===== src/rtl/booth_mult_seq.sv =====
// Iterative radix-4 Booth multiplier, one digit per clock, valid/ready on both sides.
// Optional multiply-accumulate mode (acc_clr port) is enabled by defining BOOTH_ACC_EN.
module booth_mult_seq #(
    parameter int WIDTH = 12
) (
    input  logic                 clk,
    input  logic                 reset,
    input  logic                 in_valid,
    output logic                 in_ready,
    input  logic [WIDTH-1:0]     multiplicand,
    input  logic [WIDTH-1:0]     multiplier,
    input  logic                 signed_mode,
    output logic                 out_valid,
    input  logic                 out_ready,
    output logic [2*WIDTH-1:0]   result
`ifdef BOOTH_ACC_EN
    ,
    input  logic                 acc_clr
`endif
);

    localparam int PW = 2 * WIDTH;
    localparam int KW = $clog2(WIDTH / 2 + 2);

    typedef enum logic [1:0] {IDLE, CALC, DONE} state_t;

    state_t            state_reg;
    logic [WIDTH-1:0]  a_reg;
    logic [WIDTH-1:0]  b_reg;
    logic              signed_reg;
    logic [KW-1:0]     k_reg;
    logic [PW-1:0]     acc_reg;
    logic [PW-1:0]     result_reg;
    logic              out_valid_reg;

    logic [WIDTH+2:0]  b_ext;
    logic [2:0]        digit;
    logic [PW-1:0]     a_ext;
    logic [PW-1:0]     pp;
    logic [PW-1:0]     pp_shift;
    logic [PW-1:0]     acc_next;
    logic [PW-1:0]     acc_load;
    logic [KW-1:0]     last_k;
    logic              last_digit;
    logic              accept;

    // Two zero bits on top make the extra unsigned digit non-negative; b[-1]=0 at the bottom.
    assign b_ext = {2'b00, b_reg, 1'b0};
    assign digit = 3'(b_ext >> {k_reg, 1'b0});

    assign a_ext = signed_reg ? {{WIDTH{a_reg[WIDTH-1]}}, a_reg}
                              : {{WIDTH{1'b0}}, a_reg};

    always_comb begin
        pp = '0;
        case (digit)
            3'b001, 3'b010: pp = a_ext;
            3'b011:         pp = a_ext << 1;
            3'b100:         pp = ~(a_ext << 1) + PW'(1);
            3'b101, 3'b110: pp = ~a_ext + PW'(1);
            default:        pp = '0;
        endcase
    end

    assign pp_shift   = pp << {k_reg, 1'b0};
    assign acc_next   = acc_reg + pp_shift;
    assign last_k     = signed_reg ? KW'(WIDTH / 2 - 1) : KW'(WIDTH / 2);
    assign last_digit = (k_reg == last_k);
    assign accept     = in_valid && (state_reg == IDLE);

`ifdef BOOTH_ACC_EN
    assign acc_load = acc_clr ? '0 : result_reg;
`else
    assign acc_load = '0;
`endif

    always_ff @(posedge clk or posedge reset) begin
        if (reset) begin
            state_reg     <= IDLE;
            a_reg         <= '0;
            b_reg         <= '0;
            signed_reg    <= 1'b0;
            k_reg         <= '0;
            acc_reg       <= '0;
            result_reg    <= '0;
            out_valid_reg <= 1'b0;
        end else begin
            case (state_reg)
                IDLE: begin
                    if (accept) begin
                        a_reg      <= multiplicand;
                        b_reg      <= multiplier;
                        signed_reg <= signed_mode;
                        acc_reg    <= acc_load;
                        k_reg      <= '0;
                        state_reg  <= CALC;
                    end
                end
                CALC: begin
                    acc_reg <= acc_next;
                    k_reg   <= k_reg + KW'(1);
                    if (last_digit) begin
                        result_reg    <= acc_next;
                        out_valid_reg <= 1'b1;
                        state_reg     <= DONE;
                    end
                end
                DONE: begin
                    if (out_ready) begin
                        out_valid_reg <= 1'b0;
                        state_reg     <= IDLE;
                    end
                end
                default: state_reg <= IDLE;
            endcase
        end
    end

    assign in_ready  = (state_reg == IDLE);
    assign out_valid = out_valid_reg;
    assign result    = result_reg;

endmodule


===== config.mk =====
export PLATFORM = sky130hd
export DESIGN_NAME = booth_mult_seq
export DESIGN_NICKNAME = d
export VERILOG_FILES = /design/src/rtl/booth_mult_seq.sv
export SDC_FILE = /design/constraint.sdc
export NUM_CORES = 1
export LEC_CHECK = 0
export CAP_MARGIN = 15
export CORE_MARGIN = 5
export CORE_UTILIZATION = 50
export CTS_CLUSTER_SIZE = 10
export DETAILED_ROUTE_END_ITERATION = 8
export MAX_ROUTING_LAYER = met4
export PLACE_DENSITY = 0.71
export SLEW_MARGIN = 40
export SYNTH_ARGS = -nofsm -noshare
export SYNTH_HDL_FRONTEND = slang
export SYNTH_SLANG_ARGS = --single-unit

===== constraint.sdc =====
create_clock -name clk -period 7.1 [get_ports clk]
set_input_delay 1.065 -clock clk [delete_from_list [all_inputs] [get_ports clk]]
set_output_delay 1.065 -clock clk [all_outputs]
set_load 0.02 [all_outputs]

==> metrics.txt <==
outcome=finished clean; Post-synth EDFFs=0; R2R Setup Slk=about 0.90 ns; Post-Synth Simple-Gate Area=22.55%; Reg2Reg Depth=18; main flop type after synthesis=dfrtp_1; first-pass GRT wire length=25,180 um; initial DRC count=397; register area share after synthesis=about a third; # rows=39; layout cells sized above 1=7.067%; Reg-to-Reg End=acc_reg[23]$_DFFE_PP0P_; post-detail-place hpwl=10,620 um; Post-route DRC=0; worst hold path class=reg -> reg; CTS root buffer=clkbuf_16; Cell variety after synth=71; Ys Warns=0; post-route ant nets=0; area of the core=0.01142 mm2; Avg Cell Area, Syn=a little over 8 um2; Req. time, crit path=about 7.4 ns; synthesis-stage register bit count=79; vias in the first global route=5,127; sum of negative setup slack=0 ns; Slew headroom=45.01%; CP Max Fanout=23; # fillers=1,050; RePlAce Congestion=0.9315; hold wc startpoint=result[4]$_DFFE_PP0P_; Avg WL per Cell=roughly 16 um; Setup WS post-layout=0.8976 ns; Die Ht=117.8 um; Fin. Hold Viols=0; Max Cap Viol=0; CTS tree=done; depth of the CTS H-tree=3; largest net degree at the start of global routing=80; Via Count=5,287; Num Clock Sinks=between 70 and 80; postcts setup bufs=0; net count after synthesis=775; die area=0.01387 mm2; Synth Area in XOR/XNOR=4.200%; port bufs=54; Worst Hold End=result[4]$_DFFE_PP0P_; Setup-failing EPs final=0; count of pins over their slew limit=0; crit end category=register; Synth Area in Adders=around 6%; Worst-path clk slew=0.06 ns; Skew-Pair Late Insertion Delay=around 0.35 ns; total CTS buffers=9; Min-Delay Path Depth=2; Period Utilization, post-route=roughly 87%; # hold bufs at CTS=0; Layout Skew=0.01028 ns; top-area cell type share of the netlist area=roughly a third; CP startpoint=k_reg[2]$_DFFE_PP0P_; fmax=approximately 0.16 GHz; nets@finish=801; Ant. Diodes=0; vias per cell=5.920; complex-gate fraction of the synthesized area=21.82%; R2R Path Start=k_reg[2]$_DFFE_PP0P_; Die Wd=between 100 and 150 um; Worst-Margin Slew=0.8185 ns; mapped cell area=0.005809 mm2; WHS=between 0.4 and 0.5 ns; Async S/R FF share, synth=100.0%; RSZ-0062 raised after global routing=no; CP arrival=6.47 ns; initial antenna violation count=0; mux contribution to synthesized area=6.504%; largest buffer count on any clock path=2; leading area contributor after synthesis=dfrtp_1; IO Pins=55; Initial Util=50.88%; routed wire length=between 10,000 and 15,000 um; DR pass1 iterations=5; pre-CTS setup slack=1.120 ns; GR Util All Layers=between 20 and 25%; min Tclk post-route=roughly 6.2 ns; Area growth syn-to-layout=15.08%; cell count after synthesis=approximately 720; combinational family with the most area after synthesis=simple AND/OR/NAND/NOR gates; CTS resizes=0; Setup Crit Path Kind=reg -> reg; Area contributors post-synth=dfrtp_1, nand2_1, ha_1; Startpoint Class=register; total congestion overflow=0
cell type report:
type                            count  area (um2)  share of cell area, %
Multi-Input combinational cell    572        3545                  53.02
Sequential cell                    79        1977                  29.57
Clock inverter                      5       57.56                 0.8609
Clock buffer                       11       242.7                  3.631
Timing Repair Buffer               62       604.3                  9.040
Tap cell                          143       178.9                  2.676
Inverter                           21       80.08                  1.198
logic make-up after synthesis:
| logic type | after synthesis |
|---|---|
| xor gates and xnor gates | 27 |
| AOI/OAI and AO/OA | 197 |
| buffers and inverters | 68 |
| adders and majority gates | 27 |
| and+or+nand+nor | 292 |
| DFF | 79 |
| muxes | 29 |
metal layers:
layer | share of wire (%) | track usage (%) | routed length (um)
met3 | 4.1 | 4.421 | 605
met4 | 1.6 | 6.667 | 235
met2 | 46 | 33.56 | 6737
met5 | 0 | - | 0
met1 | 48 | 30.26 | 7056
per-stage QoR:
step,std cells,utilization (%),area (um2)
CTS,893,58.55,6685
global placement,877,55.88,6381
floorplan,719,-,5809
global route,893,58.55,6685
detailed placement,877,55.92,6385
finish,893,58.55,6685
worst max path at each step:
| stage | end | slack (ns) | cells past startpoint |
|---|---|---|---|
| after floorplan | acc_reg[23]$_DFFE_PP0P_ | 2.42 | 21 |
| after global placement | acc_reg[23]$_DFFE_PP0P_ | 1.44 | 18 |
| after detailed placement | acc_reg[23]$_DFFE_PP0P_ | 1.12 | 18 |
| after CTS | acc_reg[23]$_DFFE_PP0P_ | 1.10 | 18 |
| after global routing | acc_reg[23]$_DFFE_PP0P_ | 0.57 | 18 |
| final | acc_reg[23]$_DFFE_PP0P_ | 0.90 | 18 |
layout by cell type (no fill, tap or decap), drive strengths merged, types with 10 or more instances in the layout:
master	n
xor2	10
clkbuf	11
mux2i	14
dfrtp	79
clkdlybuf4s50	54
a21oi	49
mux2	10
o21ai	69
nor2	50
ha	26
xnor2	17
nor3	16
nand2	142
inv	20
nand3	41
cells in the mapped netlist, drive strengths merged, types with 3 or more instances:
| master | count |
|---|---|
| o21ai | 69 |
| a221o | 4 |
| xor2 | 10 |
| or4 | 5 |
| xnor2 | 17 |
| ha | 26 |
| dfrtp | 79 |
| a22oi | 4 |
| and2 | 3 |
| a21boi | 4 |
| nand2 | 142 |
| mux2i | 14 |
| a21o | 8 |
| clkbuf | 32 |
| a22o | 3 |
| o31ai | 9 |
| nor3 | 16 |
| nand3 | 41 |
| nor2 | 50 |
| inv | 21 |
| nand2b | 8 |
| a21oi | 49 |
| nor2b | 6 |
| mux4 | 5 |
| o211ai | 3 |
| and4 | 3 |
| buf | 15 |
| or3 | 4 |
| a31oi | 3 |
| a221oi | 9 |
| a211oi | 7 |
| mux2 | 10 |
critical path, stage by stage, from the launching register on:
cell	delay (ns)
dfrtp_1	0.81
inv_1	0.56
a22o_1	0.52
nor3_1	0.68
o21ai_1	0.16
o211a_1	0.19
mux2i_4	0.22
inv_1	0.09
a221oi_1	0.48
ha_1	0.42
a21oi_1	0.23
a21oi_1	0.10
a211oi_1	0.39
nand4_1	0.15
o211ai_1	0.33
nand3_1	0.19
o21a_1	0.16
a31oi_1	0.22
mux2i_1	0.21
Power is not shown: default switching activity piles up to over one toggle a cycle in this logic, so the estimate is an artifact.
